==> src/rtl/mant_scheduler.sv <==
// Maintenance scheduler: per-machine saturating cycle counters feeding a
// round-robin arbiter that assigns a single crew for MANT_LEN cycles at a time.
module mant_lane #(
  parameter int THRESH = 200
) (
  input  logic       clk,
  input  logic       rst,
  input  logic       run,
  input  logic       m_req,
  input  logic       hold,
  input  logic       clr,
  output logic [7:0] cnt,
  output logic       pend
);
  localparam logic [7:0] TH = 8'(THRESH);

  always_ff @(posedge clk or posedge rst) begin
    if (rst) begin
      cnt  <= '0;
      pend <= 1'b0;
    end else if (clr) begin
      cnt  <= '0;
      pend <= 1'b0;
    end else if (!hold) begin
      if (run && cnt != 8'hFF) cnt <= cnt + 8'd1;
      if (cnt >= TH || m_req) pend <= 1'b1;
    end
  end
endmodule

module mant_scheduler #(
  parameter int N_MACH   = 4,
  parameter int THRESH   = 200,
  parameter int MANT_LEN = 8
) (
  input  logic                      clk,
  input  logic                      rst,
  input  logic [N_MACH-1:0]         run,
  input  logic [N_MACH-1:0]         m_req,
  output logic [8*N_MACH-1:0]       cyc_cnt,
  output logic [N_MACH-1:0]         pending,
  output logic                      busy,
  output logic [$clog2(N_MACH)-1:0] grant_id,
  output logic                      done,
  output logic [7:0]                total_mant,
  output logic [7:0]                msg
);
  localparam int IW = $clog2(N_MACH);

  typedef enum logic [1:0] {IDLE, GRANT, SERVICE, DONE} state_t;

  state_t        state;
  logic [7:0]    svc_cnt;
  logic [IW-1:0] last_id;
  logic [IW-1:0] next_id;
  logic          found;
  logic [7:0]    total_inc;

  for (genvar i = 0; i < N_MACH; i++) begin : g_lane
    mant_lane #(.THRESH(THRESH)) u_lane (
      .clk   (clk),
      .rst   (rst),
      .run   (run[i]),
      .m_req (m_req[i]),
      .hold  (busy && grant_id == IW'(i)),
      .clr   (state == DONE && grant_id == IW'(i)),
      .cnt   (cyc_cnt[8*i +: 8]),
      .pend  (pending[i])
    );
  end

  // Search starts one past the last serviced machine so every machine gets a turn.
  always_comb begin
    next_id = '0;
    found   = 1'b0;
    for (int k = 1; k <= N_MACH; k++) begin
      if (!found && pending[(int'(last_id) + k) % N_MACH]) begin
        next_id = IW'((int'(last_id) + k) % N_MACH);
        found   = 1'b1;
      end
    end
  end

  assign total_inc = (total_mant == 8'hFF) ? 8'hFF : total_mant + 8'd1;

  always_ff @(posedge clk or posedge rst) begin
    if (rst) begin
      state      <= IDLE;
      svc_cnt    <= '0;
      last_id    <= IW'(N_MACH - 1);
      grant_id   <= '0;
      busy       <= 1'b0;
      done       <= 1'b0;
      total_mant <= '0;
      msg        <= '0;
    end else begin
      case (state)
        IDLE: if (|pending) begin
          state    <= GRANT;
          grant_id <= next_id;
          busy     <= 1'b1;
        end
        GRANT: begin
          svc_cnt <= 8'(MANT_LEN - 1);
          state   <= SERVICE;
          msg     <= 8'hFF;
        end
        SERVICE: begin
          if (svc_cnt == 8'd0) begin
            state <= DONE;
            done  <= 1'b1;
            msg   <= total_mant;
          end else begin
            svc_cnt <= svc_cnt - 8'd1;
          end
        end
        DONE: begin
          state      <= IDLE;
          done       <= 1'b0;
          busy       <= 1'b0;
          total_mant <= total_inc;
          msg        <= total_inc;
          last_id    <= grant_id;
        end
        default: state <= IDLE;
      endcase
    end
  end
endmodule

==> config.mk <==
export PLATFORM = sky130hd
export DESIGN_NAME = mant_scheduler
export DESIGN_NICKNAME = d
export VERILOG_FILES = /design/src/rtl/mant_scheduler.sv
export SDC_FILE = /design/constraint.sdc
export NUM_CORES = 1
export LEC_CHECK = 0
export CORE_MARGIN = 2
export CORE_UTILIZATION = 53
export DETAILED_ROUTE_END_ITERATION = 10
export PLACE_DENSITY_LB_ADDON = 0.05
export SLEW_MARGIN = 40
export SYNTH_ARGS = -nofsm -noshare
export SYNTH_HDL_FRONTEND = slang
export SYNTH_SLANG_ARGS = --single-unit
==> constraint.sdc <==
create_clock -name clk -period 3 [get_ports clk]
set_input_delay 0.6 -clock clk [delete_from_list [all_inputs] [get_ports clk]]
set_output_delay 0.6 -clock clk [all_outputs]
set_load 0.05 [all_outputs]
# --- Word-level counts from Yosys, hierarchy flattened ---
# Cells that the tools add are included.
op_classes:
  addsub: 10
  n_mux: 55
  bitwise: 4
  n_reduce_logical: 56
  n_eq_ne: 18
  magnitude_cmp: 8
op_table:
  columns: ["operator", "n"]
  rows:
  - ["2-to-1 mux 8 bit", 15]
  - ["adder 8 x 1 -> 8 bit (second input constant)", 5]
  - [">= comparator 8 bit (second input constant)", 4]
  - ["!= test 8 bit (second input constant)", 4]
  - ["AND reduction 2 bit", 14]
  - ["2-to-1 mux 1 bit", 25]
  - ["case mux 8 bit (3 select lines)", 1]
  - ["nonzero test 2 bit", 11]
  - ["less-than comparator 3 x 4 -> 1 bit (second input constant)", 4]
  - ["case mux 8 bit (2 select lines)", 1]
  - ["logical AND 1 bit", 15]
  - ["!= test 2 bit (second input constant)", 7]
  - ["2-to-1 mux 2 bit", 6]
  - ["binary-select mux 1 bit (select 2 bit)", 4]
  - ["equality test 2 bit (second input constant)", 4]
  - ["equality test 8 bit (second input constant)", 1]
  - ["logical NOT 8 bit", 1]
  - ["case mux 2 bit (4 select lines)", 1]
  - ["OR reduction 2 bit", 4]
  - ["subtractor 8 x 1 -> 8 bit (second input constant)", 1]
  - ["adder 2 x 1 -> 2 bit (second input constant)", 2]
  - ["adder 2 bit (second input constant)", 2]
  - ["AND 1 bit (first input constant)", 4]
  - ["equality test 2 x 1 -> 1 bit (second input constant)", 2]
  - ["other kinds (6)", 13]
word_totals:
  word_cells: 167
  output_inout_bits: 56
  regBits: 68

# --- Logic depth before layout (Yosys ltp) ---
# Gate-level depths: netlist (run 1).
logic_depth:
  depth_word: 16
  depth_mapped: 7
  depth_no_buf: 6

# --- Modules after synthesis ---
# A second synthesis (run 1) with hierarchy kept.
unflattened:
  hier_cells: 426
  hier_area_um2: 4142.7
modules_own_cells:
  columns: ["mod", "cells_each", "area_each_um2", "instances"]
  rows:
  - ["mant_lane", 57, 570.5, 4]
  - ["mant_scheduler", 198, 1860.5, 1]

# --- Least setup slack after synthesis (run 1) ---
# No wires, ideal clock.
synth_timing:
  path_type: "register to register"
  start: "register total_mant[0]"
  end: "register msg[0]"
  setup_time_ns: 0.121
  t_arrival_ns: 1.781
  n_path_buf: 0
  stages_incl_launch_ff: 6
  t_required_ns: 2.879
  period_less_slack_ns: 1.902
  path_slack_ns: 1.098
  cell_sequence: "dfrtp_1 > ha_1 > nand3_1 > nor2_1 > or4_1 > a22o_1"
synth_between:
  elab_chain_len: 3
synth_lines:
  columns: ["element", "line", "text"]
  rows:
  - ["start: declaration", "45", "output logic [7:0] total_mant,"]
  - ["start signal: assignment", "121", "total_mant <= total_inc;"]
  - ["adder 8 x 1 -> 8 bit / equality test 8 bit (equally long branches)", "84", "assign total_inc = (total_mant == 8'hFF) ? 8'hFF : total_mant + 8'd1;"]
  - ["2-to-1 mux 8 bit", "84", null]
  - ["case mux 8 bit (3 select lines) *", "97", "case (state)"]
  - ["end signal: assignment", "112", "msg <= total_mant;"]
  - ["end signal: assignment", "122", "msg <= total_inc;"]
  - ["end: declaration", "46", "output logic [7:0] msg"]
# Mark *: on every way between the ends. The rest lies on a longest branch, timed or not. The select of a mux whose other input is x is not followed.
# A chain may end at the register's enable or synchronous reset.

# --- Worst setup path after layout (run 1) ---
layout_timing:
  start: "register grant_id[0]"
  end: "output grant_id[0]"
layout_lines:
  columns: ["element", "line", "text"]
  rows:
  - ["start: declaration", "43", "output logic [$clog2(N_MACH)-1:0] grant_id,"]
  - ["start signal: assignment", "100", "grant_id <= next_id;"]
# No word-level cell between the ends.

==> results of run 1 <==
## power groups by stage
stage / Clock, mW / Sequential, mW / Combinational, mW
CTS: 0.809 / 1.21 / 0.971
floorplan: 0 / 1.58 / 0.269
global route: 0.848 / 1.24 / 1.03
detailed placement: 0 / 1.22 / 0.967
global placement: 0 / 1.22 / 0.947
finish: 0.793 / 1.21 / 0.962
## routing by layer
metal / GRT usage (%) / up-vias / share of wire (%)
met4: 8.55 / 0 / 1.7
met3: 3.32 / 13 / 4.6
met2: 36.6 / 95 / 47
met5: 0 / - / 0
li1: - / 1644 / -
met1: 30.9 / 1655 / 47
## sequential cells by signal, indices dropped and copies added, names as in the netlist, 2 cells and up
signal and count:
g_lane.u_lane.cnt 32, msg 8, svc_cnt 8, total_mant 8, g_lane.u_lane.pend 4, grant_id 2, last_id 2, state 2
## how the worst max path moves through the flow
stage	endpoint	startpoint	slack [ns]	cells after the start
after floorplan	busy$_DFFE_PP0P_	rst	0.69	1
after global placement	g_lane[1].u_lane.cnt[7]$_DFFE_PP0P_	run[1]	0.82	4
after detailed placement	g_lane[1].u_lane.cnt[7]$_DFFE_PP0P_	run[1]	0.74	4
after CTS	grant_id[0]	grant_id[0]$_DFFE_PP0P_	0.56	1
after global routing	grant_id[0]	grant_id[0]$_DFFE_PP0P_	0.50	1
final	grant_id[0]	grant_id[0]$_DFFE_PP0P_	0.58	1
## logic make-up (layout without fill, tap and decap cells)
kind of cell	Yosys count	in the layout	share of synthesized area, %
and+or+nand+nor	137	137	19.7
AOI/OAI and AO/OA	121	121	21.0
DFF	68	68	44.2
buffers and inverters	50	122	5.42
adders and majority gates	16	16	5.19
muxes	10	10	2.82
xor gates and xnor gates	7	7	1.59
## area by class of cell
class	count	area, um2
fillers	627	2320
well taps	99	124
repair buffers	70	698
multi-input cells	291	1950
flip-flops and latches	68	1700
clock inverters	5	58.8
clock buffers	11	151
inverters	36	135
## per-stage QoR
step / setup slack [ns] / std cells / cell area [um2]
2_1_floorplan: 0.692 / 409 / 3850
3_3_place_gp: 0.817 / 563 / 4600
3_5_place_dp: 0.744 / 563 / 4600
4_1_cts: 0.561 / 579 / 4810
5_1_grt: 0.504 / 580 / 4820
6_report: 0.580 / 580 / 4820
## cells in the final DEF, fill, tap and decap left out, types with 11 or more instances in the layout
cell type and instances:
sky130_fd_sc_hd__dfrtp_1 66, sky130_fd_sc_hd__clkdlybuf4s50_1 65, sky130_fd_sc_hd__inv_1 35, sky130_fd_sc_hd__o21ai_0 31, sky130_fd_sc_hd__nor2_1 28, sky130_fd_sc_hd__a21oi_1 26
sky130_fd_sc_hd__nand2_1 21, sky130_fd_sc_hd__nand3_1 20, sky130_fd_sc_hd__ha_1 16, sky130_fd_sc_hd__a211oi_1 14, sky130_fd_sc_hd__or3_1 14, sky130_fd_sc_hd__clkbuf_8 11
==> results, run 1 <==
- The final clock skew is 0.0122 ns.
- Counting every sink on the clock net gives 68.
- The most common flop cell mapped by yosys is sky130_fd_sc_hd__dfrtp_1.
- Port buffering added 65 buffers.
- The switching share of power is 39.8%.
- The buffer and inverter count on the worst path is 1.
- The number of nets in the finished design is 502.
- The share of synthesized flip-flops with an asynchronous set or reset is 100%.
- The power per standard cell area is 616 nW/um2.
- The logic depth of the worst register-to-register path is 6.
- The reg-to-reg endpoint is g_lane[1].u_lane.cnt[7]$_DFFE_PP0P_.
- The number of enable-type register cells in the synthesized netlist is 0.
- Synthesis produced a netlist whose cell count is 409.
- The most frequently used cell type in the post-synthesis netlist is sky130_fd_sc_hd__dfrtp_1.
- Detailed placement finished with a half-perimeter wire length of 6.13 mm.
- At the later pin of the worst-skew pair, clock insertion delay measures 0.34 ns.
- The internal power of the cells totals 1.79 mW.
- The number of hold buffers added after cts is 0.
- The top fanout value on the critical path is 12.
- Before antenna repair, the detailed router went through 6 iterations.
- The count of H-tree levels built during CTS is 3.
- The number of diodes added for antenna fixing is 0.
- The startpoint of the most critical hold path is msg[0]$_DFFE_PP0P_.
- The via count of the first global-routing pass is 3098.
- The die span in y is 89.3 um.
- The run finished with clean final reports.
- The core region is 7140 um2.
- From synthesis to final layout, the design area changed by 25.1%.
- The share of the clock period used by the worst path is 80.7%.
- Traced cell by cell, the critical path runs through clkdlybuf4s50_1.
- The final critical-path required period is 2.42 ns.
- The share of the synthesized area in the top cell type is 42.8%.
- Dividing the detail-routed wire length by the instance count gives 15.1 um.
- The via density per instance is 5.87.
- The clock tree buffer depth is 2.
- The sum of negative setup slack is 0 ns.
- By area the synthesized netlist is led by sky130_fd_sc_hd__dfrtp_1 (43%), sky130_fd_sc_hd__ha_1 (5.2%), sky130_fd_sc_hd__o21ai_0 (4.0%).
- The kind of cell with the highest combined delay along the critical path is buffers and inverters.
- The pin count of the biggest net entering global routing is 69.
- In this run the static leakage power is 1.97 nW.
- The total of max-cap violations is 0.
- The class of the tightest hold or removal check is register to register.
- Setup violations remaining at the end of the flow were counted as 0.
- The die extent in x is 89.3 um.
- TritonCTS built the clock tree.
- Setup repair after global routing left no endpoint under its margin.
- The register-to-register setup slack is 0.86 ns.
- The count of pins over their slew limit is 0.
- The clock-pin slew of the registers on the worst-case setup and hold paths is 0.07 ns.
- The number of DRC markers in iteration 0 is 146.
- By count the netlist is led by sky130_fd_sc_hd__dfrtp_1 (66), sky130_fd_sc_hd__inv_1 (36), sky130_fd_sc_hd__o21ai_0 (31).
- Counting instances, the worst hold path has a depth of 1.
- At the pin with the least slew margin, the transition time is 0.759 ns.
- Summed over all nets, the switching power comes to 1.18 mW.
- The highest clock frequency the design can meet is 413 MHz.
- Of the synthesized area, sequential elements account for 44.2%.
- The tightest hold path in the finished design has a slack of 0.513 ns.
- After synthesis the netlist holds a flip-flop and latch count of 68.
- A synthesized cell averages 9.43 um2.
- The setup path with the least slack is of type register to primary output.
- The row count is 31.
- The worst hold path terminates at msg[0]$_DFFE_PP0P_.
- The number of ports placed on the die boundary is 66.
- The cell area that synthesis handed to floorplanning was 3850 um2.
- The fraction of layout instances using a drive strength above 1 is 8.52%.
- Once detail routing completed, the nets flagged for antenna violations numbered 0.
- The aggregate global-route resource usage is 22.6%.
- The total grt overflow is 0.
- The clock network burns 26.7% of the power.
- The overall power of the completed layout is 2.97 mW.
- The initial utilization of the core area, before any placement, comes to 54.0%.
- The total number of vias is 3407.
- The number of nets in the synthesized netlist is 435.
- The number of remaining DRC errors is 0.
- The largest voltage drop on the vdd net is 0.462 mV.
- The arrival time at the worst endpoint is 1.82 ns.
- The number of antenna violations at the first check in global routing is 0.
- Clock tree synthesis selected as its root buffer the cell sky130_fd_sc_hd__clkbuf_8.
- Once the clock tree was built, the setup fixing pass inserted 0 buffers.
- The Yosys step of the flow raised 0 warnings.
- Synthesis instantiated 59 different standard cells from the library.
- The beginning of the worst register-to-register path is state[1]$_DFFE_PP0P_.
- The final design utilization is 67.5%.
- In this run, the combinational gates consume 32.4% of the power.
- For this run, the slowest stage of the critical path takes 0.91 ns.
- The total of cells resized after clock tree synthesis is 0.
- The placer congestion estimate is 0.858.
- The worst-case headroom to the max-slew limit is 49.4%.
- sky130_fd_sc_hd__dfrtp_1 takes more of the synthesized area than any other cell.
- The worst setup path is launched from a register.
- The share of power burned in registers is 40.9%.
- The number of hold violations in the final report is 0.
- The slowest cell on the critical path is sky130_fd_sc_hd__clkdlybuf4s50_1.
- The full die area is 7970 um2.
- The total wire length is 8.77 mm.
- The endpoint kind of the worst setup timing path is a primary output.
- The first global-routing pass estimated 14.3 mm of wire.
- The number of buffers inserted during clock tree synthesis is 9.
- The required time reported for the critical path endpoint is 2.40 ns.
Power figures use the tool's default switching activity.
==> inputs of run 2 (changes only) <==
--- a/config.mk
+++ b/config.mk
@@ -6,7 +6,7 @@
 export NUM_CORES = 1
 export LEC_CHECK = 0
 export CORE_MARGIN = 2
-export CORE_UTILIZATION = 53
+export CORE_UTILIZATION = 48
 export DETAILED_ROUTE_END_ITERATION = 10
 export PLACE_DENSITY_LB_ADDON = 0.05
 export SLEW_MARGIN = 40
==> constraint.sdc (replaced) <==
create_clock -name clk -period 2 [get_ports clk]
set_input_delay 0.4 -clock clk [delete_from_list [all_inputs] [get_ports clk]]
set_output_delay 0.4 -clock clk [all_outputs]
set_load 0.05 [all_outputs]
==> run 2 against run 1 <==
Net effect: cell count grew 2.9%; sequential share of layout area decreased by 0.46 points; register-to-register slack worse by 0.72 ns; combinational power rose by 42%; clock power rose by 48%; clock-buffer cell count is 1 higher; non-clock buffer count grew 14; design area rose by 1.3%.
==> results, run 2 (same netlist as run 1, synthesis figures left out) <==
- The number of hold buffers added after cts is 0.
- The delay of the slowest cell on the worst path is 0.82 ns.
- The number of ports placed on the die boundary is 66.
- Static timing analysis puts the maximum clock frequency at 513 MHz.
- The final clock skew is 0.00740 ns.
- Tracing the worst setup path back leads to its startpoint at g_lane[0].u_lane.cnt[0]$_DFFE_PP0P_.
- Traced cell by cell, the critical path runs through clkdlybuf4s50_1.
- Grouping stages by cell kind, the critical path spends the most delay in buffers and inverters.
- The first global-routing pass estimated 15.1 mm of wire.
- The clock tree buffer depth is 2.
- Entering global routing, the biggest net connects 29 pins.
- Gates resized during post-CTS repair numbered 9.
- The most common library cell in the layout ignoring fill and taps is sky130_fd_sc_hd__dfrtp_1.
- The number of buffers inserted during clock tree synthesis is 9.
- The layout overhead on the synthesized area is 26.7%.
- Port buffering added 65 buffers.
- The flow ran to the end, and the final reports show no timing, DRC or antenna violations.
- The sum of negative setup slack is 0 ns.
- The met3 track utilization from global routing is 4.51%.
- The most used routing layer is met2.
- The power per standard cell area is 893 nW/um2.
- The class of the tightest hold or removal check is primary input to asynchronous set/reset pin.
- In this run the worst path has a maximum fanout of 4.
- The die extent in x is 93.6 um.
- The insertion delay of the later-clocked pin in the worst-skew pair is 0.34 ns.
- The die span in y is 93.6 um.
- The global routing met2 resource utilization is 34.9%.
- In the layout the commonest cells are sky130_fd_sc_hd__dfrtp_1 (66), sky130_fd_sc_hd__buf_4 (46), sky130_fd_sc_hd__inv_1 (35), sky130_fd_sc_hd__o21ai_0 (31), sky130_fd_sc_hd__nor2_1 (28).
- In this run, the number of DRC markers left after iteration 0 of detailed routing was 111.
- The leakage component of the power is 2.25 nW.
- The total of max-cap violations is 0.
- The number of hold violations in the final report is 0.
- The slowest cell on the critical path is sky130_fd_sc_hd__clkdlybuf4s50_1.
- The row count is 32.
- The core region is 7770 um2.
- STA classifies the critical path endpoint as a primary output.
- The count of pins over their slew limit is 0.
- Setup repair after global routing left no endpoint under its margin.
- The area of all sequential standard cells is 1700 um2.
- Using the TritonRoute via totals, the vias-per-cell ratio works out to 5.70.
- The met1 routing resource usage after global routing is 28.4%.
- The TritonCTS clock tree is built.
- Of the available clock period, the critical path in the final layout requires 97.5%.
- For the finished layout, the period the worst path requires is 1.95 ns.
- The antenna violation net count after detailed routing is 0.
- The total overflow left after global routing is 0.
- The multi-input combinational cells in the finished layout cover a total of 1960 um2.
- The clock sink total is 68.
- The overall power of the completed layout is 4.36 mW.
- Dividing the detail-routed wire length by the instance count gives 15.0 um.
- The number of antenna violations at the first check in global routing is 0.
- The via count of the first global-routing pass came to 3256.
- The total wire length is 8.98 mm.
- The number of buffers added for setup after CTS is 0.
- For the pin with the worst max-slew slack, the measured transition is 0.640 ns.
- The type of the setup path with the least slack is register to primary output.
- The number of diodes added for antenna fixing is 0.
- Setup violations remaining at the end of the flow were counted as 0.
- The kind of launch point of the worst setup path is a register.
- The total number of vias is 3404.
- The required time reported for the critical path endpoint is 1.60 ns.
- The final layout contains 516 nets.
- The buffer and inverter count on the worst path is 1.
- The total non-filler cell area in the finished layout is 4880 um2.
- Routability-driven placement finished with a final weighted congestion of 0.843.
- The root buffer cell chosen for the clock tree is sky130_fd_sc_hd__clkbuf_8.
- Headroom to the max-slew limit came out at 57.2%.
- The full die area is 8760 um2.
- The register with the most flip-flops in the final layout is g_lane.u_lane.cnt.
- The cell area after placement is 4650 um2.
- The fraction of layout instances using a drive strength above 1 is 17.0%.
- The number of detailed-routing iterations run before antenna repair is 5.
- The aggregate global-route resource usage is 21.5%.
- Clock-pin slew was measured on the worst setup and hold paths at 0.07 ns.
- The half-perimeter wire length after detailed placement is 6.49 mm.
- The worst-case IR drop observed on VDD is 0.799 mV.
- The number of flip-flops in the largest register is 32.
- The count of H-tree levels built during CTS is 3.
- The initial utilization of the core area, before any placement, comes to 49.6%.
- The filler cells instantiated in the layout total 703.
- After detailed routing, the number of remaining DRC violations is 0.
- At the worst endpoint, the arrival time is 1.55 ns.
- The startpoint identified for the worst register-to-register timing path is svc_cnt[0]$_DFFE_PP0P_.
[run 2: worst paths after layout]
kind / to / slack (ns) / depth (start not counted)
min in group clk: done$_DFFE_PP0P_ / 0.51 / 2
max reg2reg: state[1]$_DFFE_PP0P_ / 0.14 / 6
min reg2reg: done$_DFFE_PP0P_ / 0.51 / 2
max in group asynchronous: grant_id[0]$_DFFE_PP0P_ / 1.07 / 3
min: g_lane[0].u_lane.cnt[2]$_DFFE_PP0P_ / 0.43 / 2
max: cyc_cnt[0] / 0.05 / 1
[run 2: cell type report]
class / count / share of cell area, %
Clock buffer: 12 / 3.18
Inverter: 36 / 2.84
Sequential cell: 68 / 34.9
Clock inverter: 4 / 0.973
Tap cell: 102 / 2.61
Timing Repair Buffer: 84 / 15.3
Multi-Input combinational cell: 291 / 40.2
[run 2: stage by stage]
step	hold WS [ns]	setup WS [ns]	std cells	utilization [%]
4_1_cts	0.432	0.00131	597	62.3
6_report	0.426	0.0495	597	62.9
2_1_floorplan	0.469	0.0980	409	-
3_3_place_gp	0.487	0.150	581	59.8
3_5_place_dp	0.496	0.0860	581	59.8
5_1_grt	0.450	0.00124	597	62.9
[run 2: per-layer routing]
metal  up-vias  share of wire [%]
met2        72                 48
li1       1683                  -
met4         0                1.8
met1      1637                 47
met3        12                3.6
met5         -                  0
[run 2: power by group]
group / switching (mW) / internal, mW / total, mW / leakage (nW)
Sequential: 0.277 / 1.54 / 1.82 / 0.826
Combinational: 0.952 / 0.422 / 1.37 / 1.32
Clock: 0.529 / 0.641 / 1.17 / 0.102
